**config.mk**
```make
export PLATFORM = sky130hd
export DESIGN_NAME = round_sequencer
export DESIGN_NICKNAME = d
export VERILOG_FILES = /design/src/rtl/round_sequencer.sv
export SDC_FILE = /design/constraint.sdc
export NUM_CORES = 1
export LEC_CHECK = 0
export BUFFER_PORTS_ARGS = -buffer_cell sky130_fd_sc_hd__clkbuf_2
export CAP_MARGIN = 25
export CORE_MARGIN = 4
export CORE_UTILIZATION = 38
export CTS_BUF_LIST = sky130_fd_sc_hd__clkbuf_8
export CTS_CLUSTER_DIAMETER = 50
export DETAILED_ROUTE_END_ITERATION = 10
export MAX_ROUTING_LAYER = met4
export PLACE_DENSITY_LB_ADDON = 0.2
export SLEW_MARGIN = 10
export SYNTH_ARGS = -nofsm -noshare
export SYNTH_HDL_FRONTEND = slang
export SYNTH_SLANG_ARGS = --single-unit
```
**constraint.sdc**
```tcl
create_clock -name clk -period 6.3 [get_ports clk]
set_input_delay 0.63 -clock clk [delete_from_list [all_inputs] [get_ports clk]]
set_output_delay 0.63 -clock clk [all_outputs]
set_load 0.005 [all_outputs]
```
**src/rtl/round_sequencer.sv**
```systemverilog
// Round-level controller for the memory game: grows a random symbol pattern one round at a
// time, plays it back on one-hot LEDs and checks the player's presses against it.
module round_sequencer #(
    parameter int MAX_LEN   = 32,
    parameter int ON_TICKS  = 4,
    parameter int OFF_TICKS = 2,
    parameter int TIMEOUT   = 16
) (
    input  logic                         clk,
    input  logic                         rst_n,
    input  logic                         tick_i,
    input  logic                         start_i,
    input  logic [1:0]                   mode_i,
    input  logic [2:0]                   rnd_sym_i,
    output logic                         rnd_en_o,
    input  logic                         btn_valid_i,
    input  logic [2:0]                   btn_sym_i,
    output logic [7:0]                   led_o,
    output logic                         input_en_o,
    output logic [$clog2(MAX_LEN+1)-1:0] score_o,
    output logic                         busy_o,
    output logic                         game_over_o,
    output logic                         win_o
);

    localparam int LW   = $clog2(MAX_LEN + 1);
    localparam int AW   = (MAX_LEN > 1) ? $clog2(MAX_LEN) : 1;
    localparam int TMAX = (ON_TICKS > OFF_TICKS) ? ON_TICKS : OFF_TICKS;
    localparam int TW   = (TMAX > 1) ? $clog2(TMAX) : 1;
    localparam int OW   = (TIMEOUT > 1) ? $clog2(TIMEOUT) : 1;

    typedef enum logic [2:0] {
        S_IDLE, S_APPEND, S_SHOW_ON, S_SHOW_OFF, S_INPUT, S_OVER, S_WIN
    } state_e;

    state_e        state_q, state_d;
    logic [LW-1:0] len_q, len_d;
    logic [LW-1:0] idx_q, idx_d;
    logic [LW-1:0] score_q, score_d;
    logic [TW-1:0] timer_q, timer_d;
    logic [OW-1:0] timeout_q, timeout_d;
    logic [1:0]    mode_q, mode_d;
    logic [2:0]    pat_q [MAX_LEN];
    logic          pat_we;
    logic [2:0]    cur_sym;
    logic          rev_mode;
    logic          timed_mode;
    logic          last_press;

    assign cur_sym    = pat_q[idx_q[AW-1:0]];
    assign rev_mode   = (mode_q == 2'b10);
    assign timed_mode = (mode_q == 2'b01);
    assign last_press = rev_mode ? (idx_q == '0) : (idx_q == len_q - LW'(1));

    // Pattern storage needs no reset: only entries below len are ever read.
    always_ff @(posedge clk) begin
        if (pat_we) begin
            pat_q[len_q[AW-1:0]] <= rnd_sym_i;
        end
    end

    always_ff @(posedge clk or negedge rst_n) begin
        if (!rst_n) begin
            state_q   <= S_IDLE;
            len_q     <= '0;
            idx_q     <= '0;
            score_q   <= '0;
            timer_q   <= '0;
            timeout_q <= '0;
            mode_q    <= 2'b00;
        end else begin
            state_q   <= state_d;
            len_q     <= len_d;
            idx_q     <= idx_d;
            score_q   <= score_d;
            timer_q   <= timer_d;
            timeout_q <= timeout_d;
            mode_q    <= mode_d;
        end
    end

    always_comb begin
        state_d   = state_q;
        len_d     = len_q;
        idx_d     = idx_q;
        score_d   = score_q;
        timer_d   = timer_q;
        timeout_d = timeout_q;
        mode_d    = mode_q;
        pat_we    = 1'b0;
        unique case (state_q)
            S_IDLE, S_OVER, S_WIN: begin
                if (start_i) begin
                    state_d = S_APPEND;
                    len_d   = '0;
                    score_d = '0;
                    mode_d  = mode_i;
                end
            end
            S_APPEND: begin
                if (len_q != LW'(MAX_LEN)) begin
                    pat_we = 1'b1;
                    len_d  = len_q + LW'(1);
                end
                idx_d   = '0;
                timer_d = TW'(ON_TICKS - 1);
                state_d = S_SHOW_ON;
            end
            S_SHOW_ON: begin
                if (tick_i) begin
                    if (timer_q == '0) begin
                        state_d = S_SHOW_OFF;
                        timer_d = TW'(OFF_TICKS - 1);
                    end else begin
                        timer_d = timer_q - TW'(1);
                    end
                end
            end
            S_SHOW_OFF: begin
                if (tick_i) begin
                    if (timer_q != '0) begin
                        timer_d = timer_q - TW'(1);
                    end else if (idx_q + LW'(1) == len_q) begin
                        state_d   = S_INPUT;
                        idx_d     = rev_mode ? (len_q - LW'(1)) : '0;
                        timeout_d = OW'(TIMEOUT - 1);
                    end else begin
                        state_d = S_SHOW_ON;
                        idx_d   = idx_q + LW'(1);
                        timer_d = TW'(ON_TICKS - 1);
                    end
                end
            end
            S_INPUT: begin
                // A press always takes priority over a timeout expiring in the same cycle.
                if (btn_valid_i) begin
                    if (btn_sym_i != cur_sym) begin
                        state_d = S_OVER;
                    end else if (last_press) begin
                        if (score_q != LW'(MAX_LEN)) begin
                            score_d = score_q + LW'(1);
                        end
                        state_d = (len_q == LW'(MAX_LEN)) ? S_WIN : S_APPEND;
                    end else begin
                        idx_d     = rev_mode ? (idx_q - LW'(1)) : (idx_q + LW'(1));
                        timeout_d = OW'(TIMEOUT - 1);
                    end
                end else if (timed_mode && tick_i) begin
                    if (timeout_q == '0) begin
                        state_d = S_OVER;
                    end else begin
                        timeout_d = timeout_q - OW'(1);
                    end
                end
            end
            default: state_d = S_IDLE;
        endcase
    end

    assign led_o       = (state_q == S_SHOW_ON) ? (8'b1 << cur_sym) : 8'h00;
    assign rnd_en_o    = (state_q == S_APPEND);
    assign input_en_o  = (state_q == S_INPUT);
    assign busy_o      = (state_q != S_IDLE) && (state_q != S_OVER) && (state_q != S_WIN);
    assign game_over_o = (state_q == S_OVER);
    assign win_o       = (state_q == S_WIN);
    assign score_o     = score_q;

endmodule

```
==> results of run 1 <==
routing by layer:
metal / GRT usage, % / vias up
met4: 5.20 / 0
met1: 22.3 / 2214
met3: 3.17 / 15
met2: 25.5 / 138
li1: - / 2086
met5: - / -
cell type report:
type / instances / area share [%]
sequential: 125 / 49.7
multi-input combinational: 372 / 37.1
tap: 220 / 3.79
clock buffer: 17 / 3.22
clock inverter: 14 / 2.63
timing repair buffer: 33 / 2.62
inverter: 18 / 0.930
worst register-to-register path: stages (launching register included):
cell      delay (ps)
dfrtp_2          780
buf_16           260
mux4_1           580
a22o_1           260
a211oi_2         320
or3_1            170
and4bb_1         440
a31o_4           270
mux2_4           300
where the power goes:
| group | switching [mW] | total [mW] | internal (mW) | leakage [nW] |
|---|---|---|---|---|
| clock network | 0.333 | 0.765 | 0.431 | 0.222 |
| logic | 0.510 | 0.928 | 0.417 | 1.15 |
| registers | 0.173 | 1.12 | 0.947 | 1.21 |
| total | 1.02 | 2.81 | 1.80 | 2.59 |
placed cells by master (no fill, tap or decap), types with 6 or more instances in the layout:
master / netlist / routed
nor4b_1: 6 / 6
mux2i_1: 15 / 15
dfrtp_1: 29 / 28
clkbuf_8: 0 / 17
clkbuf_2: 0 / 31
o21ai_0: 12 / 12
mux4_2: 13 / 13
and3_1: 8 / 8
xor2_1: 12 / 12
nor2_1: 66 / 66
ha_1: 13 / 13
nand3b_1: 7 / 7
edfxtp_1: 96 / 96
nand2_1: 51 / 51
nor3_1: 10 / 10
nand3_1: 13 / 13
nand4_1: 10 / 10
xnor2_1: 7 / 7
or3_1: 7 / 7
a21oi_1: 13 / 13
and2_1: 9 / 9
inv_1: 17 / 18
cell families (layout without fill, tap and decap cells):
| logic type | Yosys count | count (layout) | share of synthesized area, % |
|---|---|---|---|
| multiplexers | 41 | 41 | 10.3 |
| buffers and inverters | 46 | 82 | 3.28 |
| flip-flops | 125 | 125 | 55.3 |
| AO/OA/AOI/OAI | 83 | 83 | 9.44 |
| adder cells (fa/ha/maj) | 13 | 13 | 2.49 |
| AND/OR/NAND/NOR | 216 | 216 | 16.6 |
| XOR/XNOR | 19 | 19 | 2.55 |
flip-flops by register name (all words and copies together), names as in the netlist:
register,count
pat_q,96
timer_q,2
mode_q,2
len_q,6
state_q,3
score_o,6
timeout_q,4
idx_q,6
worst max path at each step:
stage                                 endpoint  slack (ps)  cells after the start
after floorplan           idx_q[4]$_DFFE_PN0P_        3580                     12
after global placement    idx_q[0]$_DFFE_PN0P_        2730                      7
after detailed placement  idx_q[0]$_DFFE_PN0P_        2640                      7
after CTS                             led_o[2]        2170                      7
after global routing                  led_o[2]        2180                      8
final                                 led_o[2]        2390                      8
==> run summary, run 1 <==
The placed instances occupy a cell area of 6810 um^2. The worst setup timing slack at the placement stage came out at 2640 ps. The clock-pin transition on the worst setup and hold timing paths is 80 ps.

After floorplanning, the core was divided into 47 placement rows. The tree is rooted in a clkbuf_8. The hold slack came out at 246 ps.

The effective utilization at floorplan is 39.0%. The synthesized area divided by synthesized cell count came out at 12.0 um^2. The routed length on met1 is 6990 um.

The run finished with clean final reports. The area used by multi-input combinational logic is 2700 um^2. The most used flip-flop cell after synthesis is edfxtp_1.

The period utilization came out at 62.1%. Synthesis produced a netlist whose cell count is 543. In the final design database the tool counted 593 nets. The floorplan step defined a die boundary enclosing 19300 um^2. The slowest stage of the critical path belongs to the cell dfrtp_2. The final setup violation count is 0. The layout cell share with drive strength beyond 1 came out at 16.8%. The ratio of total power to cell area is 387 nW/um^2. The total power is 2.81 mW. The distinct cell type count after synthesis came out at 68.

The clock arrives with 12.8 ps of skew. The repair_antennas step left the layout with diodes totalling 0. Counting stages on the worst path, the most repeated cell is nor2_1. The depth of the worst register-to-register path came out at 8. The synthesized net count is 569. Summed over its instances, the top area cell type makes up 44.2% of the synthesized netlist area. The via count of the first global-routing pass is 4453. The signal on the critical path passes through buf_16 > mux4_1 > a22o_1 > a211oi_2 > nor2_1 > or2_2 > nor2_1 > clkbuf_2. The overall track demand over capacity in global routing is 16.5%.

The number of gates resized after cts came out at 0. The async set-reset flop share out of synthesis is 23.2%. The pin slew with the least headroom to its limit came out at 804 ps. The synthesized design spends more area on one cell type than any other, namely edfxtp_1. Cells fill 43.5% of the core in the end. The setup slack after layout is 2390 ps. The critical path data required time is 5670 ps. In this run the critical register-to-register path is captured at idx_q[0]$_DFFE_PN0P_. The uppermost signal routing layer after detailed routing is met4. The final instance area came out at 7270 um^2. For this design the top-level I/O count stands at 32. The cell family contributing the most delay on the critical path is flip-flops. The ratio of routed vias to standard cells came out at 5.57. The first-pass GRT wire length is 24500 um. The H-tree depth is 4. Dividing the detail-routed wire length by the instance count gives 19.2 um.

The setup fix buffers added after clock tree synthesis is 0. The delay contributed by the slowest stage of the critical path came out at 780 ps. The cell count after placement is 767. Entering global routing, the biggest net connects 41 pins. The summed instance area of the synthesized netlist is 6520 um^2.

The number of cells in the finished layout apart from fillers came out at 799. The final-report max-slew violation count came out at 0. The leakage power summed over all cells is 2.59 nW.

The met3 wirelength from detailed routing is 751 um. The register-to-register setup slack came out at 2810 ps. The register area is 3610 um^2.

Max-cap violations in this run came to 0. The worst setup path is launched from a register. Sorting the synthesized cells by how often they occur yields edfxtp_1 (96), nor2_1 (66), nand2_1 (51). The share of the yosys chip area belonging to registers came out at 55.3%. The core region is 16700 um^2.

The overall die width is 139 um. The routed length on met2 is 7390 um. The clock sink count came out at 125. The launching point of the worst reg2reg path is idx_q[0]$_DFFE_PN0P_. Setup repair after global routing left no endpoint under its margin.

For this run, the top clock speed supported by timing is 256 MHz. The relative slew slack came out at 45.9%. The number of antenna violations at the first check in global routing is 0. The number of synthesized flops with an enable pin is 96. The worst setup path startpoint is idx_q[0]$_DFFE_PN0P_. The total wire length after detailed routing came out at 15300 um. The data arrival at the endpoint of the critical path came out at 3280 ps.

The number of vias in the routed layout is 4453. The endpoint class of the critical path is a primary output. The number of violations reported at the end of detailed-routing iteration 0 came out at 372.

No sink is reached through more buffers than the 2 on the longest clock path. At the end of routability-driven placement, the weighted congestion stood at 0.853. Counting both buffers and inverters, the worst setup path holds a total of 2. The vertical extent of the die came out at 139 um.

The synthesis-to-layout area growth is 11.4%. The category of the critical setup timing path is reg -> out. Ranked by total cell area, the synthesized netlist is headed by edfxtp_1 (44%), dfrtp_1 (11%), mux4_2 (4.5%). The total congestion overflow after global routing came out at 0. The warning count from the yosys run came out at 0. The first detailed-routing pass ran for 5 iterations. Hold repair after CTS inserted 0 buffers. The shortest clock period the worst path allows after layout is 3910 ps. The port buffer count came out at 31.

The class of the tightest hold or removal check is in -> async. The final routed DRC violation total came out at 0. The critical-path maximum fanout is 25. For the worst-skew pair, the clock arrives at the later sink with an insertion delay of 440 ps.

The worst-case IR drop observed on VDD is 157 uV. By instance count, the leading cell after synthesis is edfxtp_1. The clock tree from TritonCTS is done. The total negative setup slack is 0 ps. The number of nets with antenna violations after detailed routing came out at 0. The number of fillers in the final layout is 1559. Summed over all nets, the half-perimeter wirelength after detailed placement is 10600 um. The final hold violation count came out at 0. TritonCTS created 17 clock buffers. After synthesis the netlist holds a flip-flop and latch count of 125.
No activity file was read; power rests on OpenSTA's default activity.
==> inputs of run 2 (changes only) <==
Settings changed: ABC_AREA from default to 1.
Clock period 6.3 ns to 3.5 ns, I/O delays scaled along.
==> run summary, run 2 <==
The count of maximum capacitance violations came out at 0. In the routed design, unresolved DRC markers number 0. The area growth from synthesis to layout is 10.6%. For this run, the register share of the synthesized area comes to 53.0%.

The total clock buffers created by CTS is 17. After floorplanning, the core was sized to cover 17400 um^2. Input and output buffers added on the ports amount to 31. The signal on the critical path passes through buf_4 > nor2_1 > nor2_1 > o21ai_0 > nand3_1 > nand3_1 > nand2_1 > nand2_1 > inv_1 > nand2_1 > nor2_1 > clkbuf_2. The mean routed wirelength per cell is 15.9 um. The final-report max-slew violation count came out at 0. The effective utilization at floorplan came out at 39.1%.

The overall die width is 142 um. The clock tree buffer depth is 2. The area enclosed by the die boundary is 20100 um^2.

The critical path's top delay family is simple AND/OR/NAND/NOR gates. The number of violations reported at the end of detailed-routing iteration 0 is 461. The synthesized net count came out at 835.

The vertical extent of the die came out at 142 um. The most common cell after layout, fill and taps aside is nand2_1. CTS built an H-tree with a depth of 4. The worst-skew pair later-pin latency came out at 450 ps. The pin slew with the least headroom to its limit came out at 801 ps. The number of fillers in the final layout is 1781. Across the whole layout, storage elements account for 3610 um^2.

Setup repair after global routing left no endpoint under its margin. In this run the tightest slew margin relative to its limit is 46.6%. The clock sink count came out at 125. In the final layout, the multi-input gates occupy 2730 um^2. The library cell with the highest instance count after synthesis is nand2_1. In the post-synthesis netlist, the biggest area contributors are edfxtp_1 (42%), nand2_1 (13%), dfrtp_1 (11%). The largest area contributor in the netlist is edfxtp_1.

For this run, the number of Yosys warnings is 0. For the final routed database, the setup TNS stands at 0 ps. On the critical path, the stage with the largest delay is an instance of buf_4.

The number of flip-flops under the largest register name came out at 96. The first detailed-routing pass ran for 5 iterations. The summed instance area of the synthesized netlist came out at 6810 um^2.

The worst setup timing slack at the placement stage is 789 ps. The highest ir drop seen on vdd came out at 297 uV. The final setup violation count is 0. The number of gates resized after CTS was 0. The period utilization came out at 85.6%. The row count is 48. The flow ran to the end, and the final reports show no timing, DRC or antenna violations.

For the worst setup path, the data required time is 3150 ps. The synthesized design devotes to its leading area cell type 42.3% of total area. The number of antenna violations at the first check in global routing came out at 0. After clock tree synthesis, the clock-pin slew on the worst setup and hold paths is 80 ps. The via count of the first global-routing pass is 5256. By startpoint and endpoint, the worst setup path is classified as reg -> out. The net total in the final layout is 869.

The most used flip-flop cell after synthesis is edfxtp_1. In this run the worst hold path is classified as in -> reg. STA classifies the critical path startpoint as a register. In the layout the commonest cells are nand2_1 (234), nor2_1 (124), edfxtp_1 (96), inv_1 (76), nand3_1 (63). The number of top-level design ports came out at 32. The data arrival at the endpoint of the critical path is 2650 ps. The setup slack after layout is 503 ps.

The post-synthesis cell count is 809. The ratio of total power to cell area is 685 nW/um^2. The synthesized area divided by synthesized cell count came out at 8.42 um^2. The delay contributed by the slowest stage of the critical path came out at 500 ps. The HPWL reported at the end of detailed placement is 11700 um.

Using the TritonRoute via totals, the vias-per-cell ratio works out to 4.98. Entering global routing, the biggest net connects 58 pins. TritonCTS built the clock tree. Across all layers, the routed design uses 5378 vias. The highest clock rate is 334 MHz.

The weighted congestion reported at the end of routability-driven placement is 0.851. Clock tree synthesis selected as its root buffer the cell clkbuf_8. The buffers plus inverters on the worst setup path came out at 3. Counting flops with a built-in enable in the synthesized netlist gives 96.

The number of antenna diodes in the final layout is 0. In this run the worst path has a maximum fanout of 57. Synthesis instantiated 39 different standard cells from the library. The shortest clock period the worst path allows after layout is 3000 ps. The clock tree skew after final layout came out at 15.3 ps.

The count of nets left with antenna violations once routing finished came out at 0. In this run, synthesis produced a sequential element count of 125. Summed over all cells, the static leakage comes to 3.25 nW. The overall track demand over capacity in global routing is 18.5%. The total overflow left after global routing is 0.

The first-pass GRT wire length is 28000 um. By count the netlist is led by nand2_1 (234), nor2_1 (124), edfxtp_1 (96). The total wire length after detailed routing came out at 17200 um. The layout cell share with drive strength beyond 1 came out at 12.4%. Of all flip-flops after synthesis, the portion carrying an async set or reset was 23.2%. STA classifies the critical path endpoint as a primary output.

The final hold violation count is 0.
-- run 2: cell count changes after synthesis, sizes merged, moves of 8 or more --
cell / delta
inv: +71
mux2i: -15
and3: -8
nand3: +54
buf: +8
o21ai: +26
mux4: -18
nor2: +68
nand2: +187
nand4: +8
and2: -10
clkbuf: -13
mux2: -8
-- run 2: worst min-delay path, stage by stage --
cell and delay, ps:
clkbuf_2 80, nand2_1 40, nand2_1 50
-- run 2: cell type report --
cell class / count / area share, %
clock buffer: 17 / 3.11
clock inverter: 15 / 1.84
inverter: 89 / 4.43
multi-input combinational: 572 / 36.2
sequential: 125 / 47.9
tap: 225 / 3.74
timing repair buffer: 38 / 2.79
-- run 2: kinds of logic (layout without fill, tap and decap cells) --
family,after synthesis,after routing,share of synthesized area (%)
xor gates and xnor gates,18,18,2.31
DFF,125,125,53.0
and+or+nand+nor,472,472,29.6
adders and majority gates,13,13,2.39
AOI/OAI and AO/OA,69,69,5.71
buffers and inverters,112,159,7.00
-- run 2: repair_timing --
| item | in CTS | in global routing |
|---|---|---|
| hold buffers | 1 | 0 |
| buffers inserted | 0 | 0 |
| endpoints found under the hold margin | 29 | 0 |
-- run 2: final timing paths --
kind	endpoint	slack, ps	cells past startpoint	from
min	mode_q[1]$_DFFE_PN0P_	110	3	mode_i[1]
min reg2reg	timeout_q[1]$_DFFE_PN0P_	530	2	timeout_q[1]$_DFFE_PN0P_
max in group asynchronous	idx_q[0]$_DFFE_PN0P_	2430	2	rst_n
min in group asynchronous	timeout_q[3]$_DFFE_PN0P_	520	2	rst_n
max	led_o[7]	500	12	idx_q[0]$_DFFE_PN0P_
max reg2reg	idx_q[3]$_DFFE_PN0P_	730	16	idx_q[0]$_DFFE_PN0P_
-- run 2: power by group --
group	switching, mW	internal (mW)
Sequential	0.155	1.73
Combinational	1.45	0.636
Clock	0.620	0.567
Total	2.22	2.93
-- run 2: stage by stage --
step	hold slack, ps	utilization [%]	total power [mW]	cells	area (um^2)
after global placement	462	41.1	3.99	1048	7150
final	107	43.3	5.16	1081	7530
after detailed placement	460	41.1	3.99	1048	7150
after CTS	84.6	43.3	5.19	1081	7530
after floorplan	54.4	-	3.43	809	6810
after global routing	130	43.3	5.57	1081	7530
-- run 2: layer usage --
| metal | part of all wire [%] | vias up | track usage, % |
|---|---|---|---|
| li1 | - | 2718 | - |
| met1 | 49 | 2523 | 25.8 |
| met2 | 45 | 115 | 27.2 |
| met3 | 4.3 | 22 | 3.64 |
| met4 | 1.6 | 0 | 6.41 |
| met5 | 0 | - | - |
